$ cat config.mk
export PLATFORM = sky130hd
export DESIGN_NAME = universal_register
export DESIGN_NICKNAME = d
export VERILOG_FILES = /design/src/rtl/universal_register_pkg.sv /design/src/rtl/universal_register_burst_counter.sv /design/src/rtl/universal_register.sv
export SDC_FILE = /design/constraint.sdc
export NUM_CORES = 1
export LEC_CHECK = 0
export CORE_ASPECT_RATIO = 0.9
export CORE_MARGIN = 1
export CORE_UTILIZATION = 35
export DETAILED_ROUTE_END_ITERATION = 8
export GPL_TIMING_DRIVEN = 0
export MAX_ROUTING_LAYER = met4
export PLACE_DENSITY = 0.7
export SYNTH_ARGS = -nofsm -noshare
export SYNTH_HDL_FRONTEND = slang
export SYNTH_SLANG_ARGS = --single-unit
export TNS_END_PERCENT = 100
$ cat constraint.sdc
create_clock -name clk -period 1.3 [get_ports clk]
set_input_delay 0.195 -clock clk [delete_from_list [all_inputs] [get_ports clk]]
set_output_delay 0.195 -clock clk [all_outputs]
set_load 0.05 [all_outputs]
$ cat src/rtl/universal_register_pkg.sv
// Shared constants for universal_register: command mode encodings and
// the burst state machine encoding.
package universal_register_pkg;

  localparam logic [2:0] MODE_HOLD  = 3'd0;
  localparam logic [2:0] MODE_LOAD  = 3'd1;
  localparam logic [2:0] MODE_SHL   = 3'd2;
  localparam logic [2:0] MODE_SHR   = 3'd3;
  localparam logic [2:0] MODE_SRA   = 3'd4;
  localparam logic [2:0] MODE_ROL   = 3'd5;
  localparam logic [2:0] MODE_ROR   = 3'd6;
  localparam logic [2:0] MODE_BURST = 3'd7;

  typedef enum logic {
    ST_IDLE  = 1'b0,
    ST_SHIFT = 1'b1
  } state_e;

endpackage

$ cat src/rtl/universal_register_burst_counter.sv
// Loadable down-counter for the serialise burst. It stops at zero and
// flags zero so the controller can detect the last burst cycle.
module burst_counter #(
  parameter int WIDTH = 8,
  parameter int CW    = $clog2(WIDTH)
) (
  input  logic          clk,
  input  logic          rst_n,
  input  logic          load_i,
  input  logic [CW-1:0] load_val_i,
  input  logic          dec_i,
  output logic [CW-1:0] cnt_o,
  output logic          zero_o
);

  logic [CW-1:0] cnt_q;
  logic [CW-1:0] cnt_d;

  // next count: load wins over decrement; decrement saturates at zero
  always_comb begin
    cnt_d = cnt_q;
    if (load_i) begin
      cnt_d = load_val_i;
    end else if (dec_i && (cnt_q != {CW{1'b0}})) begin
      cnt_d = cnt_q - {{(CW-1){1'b0}}, 1'b1};
    end else begin
      cnt_d = cnt_q;
    end
  end

  // count register
  always_ff @(posedge clk or negedge rst_n) begin
    if (!rst_n) begin
      cnt_q <= {CW{1'b0}};
    end else begin
      cnt_q <= cnt_d;
    end
  end

  assign cnt_o  = cnt_q;
  assign zero_o = (cnt_q == {CW{1'b0}});

endmodule

$ cat src/rtl/universal_register.sv
// WIDTH-bit universal shift register with parallel load, shifts, rotates
// and an autonomous LSB-first serialise burst with busy/done flags.
module universal_register
  import universal_register_pkg::*;
#(
  parameter int               WIDTH     = 8,
  parameter logic [WIDTH-1:0] RESET_VAL = {WIDTH{1'b0}}
) (
  input  logic             clk,
  input  logic             reset,
  input  logic             en,
  input  logic [2:0]       mode,
  input  logic [WIDTH-1:0] data,
  input  logic             ser_in,
  output logic [WIDTH-1:0] q,
  output logic             ser_out,
  output logic             busy,
  output logic             done
);

  localparam int CW = $clog2(WIDTH);

  state_e           state_q, state_d;
  logic [WIDTH-1:0] q_q, q_d;
  logic             busy_q, busy_d;
  logic             done_q, done_d;
  logic             cnt_load_s;
  logic             cnt_dec_s;
  logic             cnt_zero_s;
  logic [CW-1:0]    cnt_s;

  burst_counter #(
    .WIDTH (WIDTH),
    .CW    (CW)
  ) u_burst_counter (
    .clk        (clk),
    .rst_n      (reset),
    .load_i     (cnt_load_s),
    .load_val_i (CW'(WIDTH - 1)),
    .dec_i      (cnt_dec_s),
    .cnt_o      (cnt_s),
    .zero_o     (cnt_zero_s)
  );

  // next-state, next-word and handshake decode
  always_comb begin
    q_d        = q_q;
    state_d    = state_q;
    done_d     = 1'b0;
    cnt_load_s = 1'b0;
    cnt_dec_s  = 1'b0;
    case (state_q)
      ST_IDLE: begin
        if (en) begin
          case (mode)
            MODE_HOLD:  q_d = q_q;
            MODE_LOAD:  q_d = data;
            MODE_SHL:   q_d = {q_q[WIDTH-2:0], ser_in};
            MODE_SHR:   q_d = {ser_in, q_q[WIDTH-1:1]};
            MODE_SRA:   q_d = {q_q[WIDTH-1], q_q[WIDTH-1:1]};
            MODE_ROL:   q_d = {q_q[WIDTH-2:0], q_q[WIDTH-1]};
            MODE_ROR:   q_d = {q_q[0], q_q[WIDTH-1:1]};
            MODE_BURST: begin
              q_d        = data;
              cnt_load_s = 1'b1;
              state_d    = ST_SHIFT;
            end
            default:    q_d = q_q;
          endcase
        end else begin
          q_d = q_q;
        end
      end
      ST_SHIFT: begin
        q_d = {ser_in, q_q[WIDTH-1:1]};
        // cnt reaching zero marks the last of the WIDTH busy cycles
        if (cnt_zero_s) begin
          state_d = ST_IDLE;
          done_d  = 1'b1;
        end else begin
          cnt_dec_s = 1'b1;
        end
      end
      default: begin
        state_d = ST_IDLE;
      end
    endcase
    busy_d = (state_d == ST_SHIFT);
  end

  // state, word and flag registers
  always_ff @(posedge clk or negedge reset) begin
    if (!reset) begin
      state_q <= ST_IDLE;
      q_q     <= RESET_VAL;
      busy_q  <= 1'b0;
      done_q  <= 1'b0;
    end else begin
      state_q <= state_d;
      q_q     <= q_d;
      busy_q  <= busy_d;
      done_q  <= done_d;
    end
  end

  assign q       = q_q;
  assign ser_out = q_q[0];
  assign busy    = busy_q;
  assign done    = done_q;

endmodule

Word level (Yosys, flattened, before mapping)
Index checks and enable logic that the tools add are counted.
{ "word_totals": {"ff_bits": 13, "latch_bits": 0, "ramBits": 0, "mem_bits_ro": 0, "out_inout_bits": 11, "elab_cells": 38, "mem_count": 0} }
{ "classes": {"n_addsub": 1, "mul": 0, "div_mod_pow": 0, "n_lt_le_gt_ge": 0, "eq_ne": 10, "n_shift": 0, "n_mux": 13, "bitwise": 1, "n_reduce_logical": 8} }
{ "ops": {"columns": ["op", "count"], "rows": [
  ["$pmux W8 S6", 1],
  ["$pmux W8 S2", 1],
  ["$eq A3 B3 Y1 const B", 4],
  ["$mux W8", 1],
  ["$mux W1", 7],
  ["$eq A3 B2 Y1 const B", 2],
  ["$logic_not A3 Y1", 2],
  ["$mux W3", 2],
  ["$ne A2 B2 Y1 const B", 3],
  ["$eq A3 B1 Y1 const B", 1],
  ["$reduce_and A3 Y1", 1],
  ["$reduce_bool A3 Y1", 1],
  ["$sub A3 B1 Y3 const B", 1],
  ["$pmux W1 S2", 1],
  ["$reduce_and A2 Y1", 1],
  ["$reduce_bool A2 Y1", 1],
  ["$reduce_or A2 Y1", 1],
  ["$logic_and A1 B1 Y1", 1],
  ["$not A1 Y1", 1]
]} }

Depth between registers and ports, before layout
{ "depth": {"depth_word": 6, "ltp_mapped": 7} }

Cells and area by module
Synthesis repeated with hierarchy kept, for this count alone.
{ "unflattened": {"hier_cells": 118, "area_unflattened_um2": 1013.5} }
{ "modules_own_cells": {"columns": ["mod", "n_inst", "cells_per_inst", "area_each_um2", "seq_area_each_um2"], "rows": [
  ["universal_register", 1, 99, 805.8, 250.2],
  ["burst_counter", 1, 19, 207.7, 75.1]
]} }

Least setup slack after synthesis
Ideal clock, no wire load.
{ "synth_path": {"kind": "register to register", "startpoint": "register q_q[1] (netlist: q[1])", "endpoint": "register q_q[0] (netlist: q[0])", "setup_time_ns": 0.126, "arrival_time_ns": 1.568, "required_time_ns": 1.174, "setup_slack_ns": -0.394, "stages_incl_launch_ff": 5, "path_buffers": 0, "synth_period_minus_slack_ns": 1.694, "cell_sequence": "dfrtp_1 -> mux2_1 -> mux4_2 -> mux2i_1 -> a21oi_1"} }
{ "synth_via": {"elab_chain_len": 3} }
{ "synth_lines": {"columns": ["element", "line_no", "source"], "rows": [
  ["start, declared", "universal_register.sv:24", "logic [WIDTH-1:0] q_q, q_d;"],
  ["start signal, assigned", "universal_register.sv:100", "q_q <= q_d;"],
  ["$pmux W8 S6", "universal_register.sv:55", "case (mode)"],
  ["$mux W8", "universal_register.sv:54", "if (en) begin"],
  ["$pmux W8 S2 (*)", "universal_register.sv:52", "case (state_q)"]
]} }
Every way passes the cells marked *; elsewhere a longest branch is shown, timed or not. The select of a mux whose other input is x is not followed.
A chain may end at the register's enable or synchronous reset.

Final worst setup path
Same ends and word-level chain as after synthesis.

==> impl_metrics.json <==
{
  "hold_buffers": 0,
  "hold_path_class": "primary input to asynchronous set/reset pin",
  "antenna_found_initial": 0,
  "cts-root-buf": "clkbuf_4",
  "syn_nets": 116,
  "netlist_top_cells_count": "dfrtp_1, nor2_1, o21ai_0",
  "worst_pin_slew_ns": 0.5888,
  "yosys_warnings": 0,
  "drive_gt1_share_pct": 31.58,
  "initial_core_util_pct": 38.33,
  "slew_viol_final": 0,
  "wl_per_cell_um": 14.25,
  "cp_cell_sequence": "mux2_4 -> mux4_2 -> mux2i_1 -> a21oi_1",
  "port-buffer-count": 24,
  "grt_overflow": 0,
  "ios": 26,
  "setup_slack_ns": -0.1819,
  "nFillCells": 216,
  "clock_sinks": 13,
  "critPathBufInv": 0,
  "slew_headroom_pct": 60.62,
  "busiest_layer": "met2",
  "gp_congestion": 0.7918,
  "slowest_stage": "dfrtp_2",
  "antenna_cells": 0,
  "numCtsBuffers": 3,
  "cts_tree": "built",
  "maxCapViolations": 0,
  "num_vias": 884,
  "synth_most_common_cell": "dfrtp_1",
  "path_max_fanout": 6,
  "die_x_um": 54.47,
  "leakagePower_uw": 0.0005612,
  "synth_area_leaders": "dfrtp_1, a31oi_1, o21ai_0",
  "drt.antenna.violating_nets": 0,
  "insertion_delay_ns": 0.28,
  "crit_family": "multiplexers",
  "pre_cts_ws_ns": -0.5960,
  "synth_top_area_cell": "dfrtp_1",
  "track_usage_pct": 19.52,
  "netlist_area_um2": 867.1,
  "finalCritPeriodShare_pct": 114.0,
  "reg2reg_setup_slack_ns": -0.18,
  "cp.arrival_ns": 1.65,
  "finalSetupViolCount": 1,
  "required_ns": 1.47,
  "startpoint_type": "flip-flop",
  "synth-async-reset-ratio_pct": 100.0,
  "fmax_mhz": 674.8,
  "violations": "negative setup slack",
  "synth_edf_count": 0,
  "drt_iter0_markers": 16,
  "grtUsageMet3_pct": 2.804,
  "drcViolationCount": 0,
  "dieArea_um2": 2681,
  "dp_hpwl_um": 1617,
  "rows": 16,
  "finClkSkew_ns": 0.003042,
  "power.density_nw_per_um2": 2289,
  "area_delta_synth_final_pct": 45.31,
  "ir_drop_mv": 1.406,
  "rsz0062_at_grt": "true",
  "first_pass_iters": 4,
  "die_y_um": 49.22,
  "cts_max_path_buffers": 2,
  "end_kind": "flip-flop",
  "yosys.area.top_type_share_pct": 37.52,
  "crit_path_max_incr_delay_ns": 0.45,
  "finalHoldViolCount": 0,
  "use_met1_pct": 26.10,
  "status": "finished, violations left",
  "synth_ff_type": "dfrtp_1",
  "ys_ff_latch": 13,
  "totalPowerFinal_uw": 2884,
  "synth_cells": 99,
  "syn_area_per_cell_um2": 8.758,
  "seq_area_frac_synth_pct": 37.52,
  "yosysUniqueCellTypes": 29,
  "cts_max_level": 1,
  "grt_pass1_wl_um": 3684,
  "vias_per_cell": 5.525,
  "tns_ns": -0.1819,
  "core_um2": 2262,
  "finalWirelength_um": 2280,
  "critical_path_class": "flip-flop to flip-flop",
  "use_met2_pct": 29.07,
  "grt_max_degree": 14,
  "nets": 151,
  "clkTransAtPathRegs_ns": 0.08,
  "grt_pass1_vias": 820,
  "post-route-min-period_ns": 1.482
}
layout make-up:
class	instances	area (um2)	share of cell area, %
sequential	13	330.3	26.22
multi-input combinational	74	534.3	42.40
timing repair buffer	30	257.7	20.46
tap	27	33.78	2.681
buffer	8	62.56	4.965
inverter	4	15.01	1.192
clock buffer	4	26.28	2.085
timing repair:
| item | CTS | global route |
|---|---|---|
| gates cloned | 0 | 0 |
| resized for setup | 40 | 20 |
| pin swaps | 1 | 3 |
| endpoints found under the setup margin | 21 | 15 |
| buffers inserted | 2 | 4 |
cells by family after synthesis:
logic type | after synthesis | synth area share [%]
and+or+nand+nor | 34 | 19.05
DFF | 13 | 37.52
muxes | 5 | 7.936
xor gates and xnor gates | 1 | 1.876
adders and majority gates | 2 | 2.886
AOI/OAI and AO/OA | 32 | 24.39
buffers and inverters | 12 | 6.349
power by group:
group	leakage, uW	total [uW]	switching, uW	internal (uW)
combinational	0.000399	1820	1120	703
clock	0.0000150	256	137	119
sequential	0.000147	803	188	615
total	0.000561	2880	1450	1440
metrics by stage:
stage               hold WS, ns  util [%]  std cells  area, um2
CTS                      0.2961     53.65        156       1214
detailed placement       0.4827     51.38        150       1162
finish                   0.2819     55.70        160       1260
floorplan               -0.1006         -         99      888.4
global route             0.3378     55.70        160       1260
global placement         0.4762     51.38        150       1162
routing by layer:
metal  routed length, um  share of wire, %
met1                1048                46
met5                   0                 0
met2                1090                48
met4                  43               1.9
met3                  98               4.3
final timing paths:
kind | cells after the start | endpoint | startpoint
worst max-delay path | 4 | q[0] | q[1]
worst min-delay path | 1 | q[0] | reset
worst max register to register | 4 | q[0] | q[1]
worst min register to register | 2 | u_burst_counter.cnt_o[0] | u_burst_counter.cnt_o[0]
max in group asynchronous | 1 | busy | reset
min in group clk | 3 | q[7] | ser_in
sequential cells by signal (all words and copies together) (netlist names):
name / count
done: 1
q: 8
u_burst_counter.cnt_o: 3
busy: 1
layout by cell type, fill, tap and decap left out, types with 4 or more instances in the layout:
master / instances
dfrtp_1: 9
o21ai_0: 9
a31oi_1: 8
nor2_1: 9
nand2_1: 8
buf_2: 5
a21o_1: 6
buf_4: 10
dfrtp_2: 4
nand3_1: 7
clkdlybuf4s50_1: 10
Note: power is estimated with default switching activity, not from simulation.
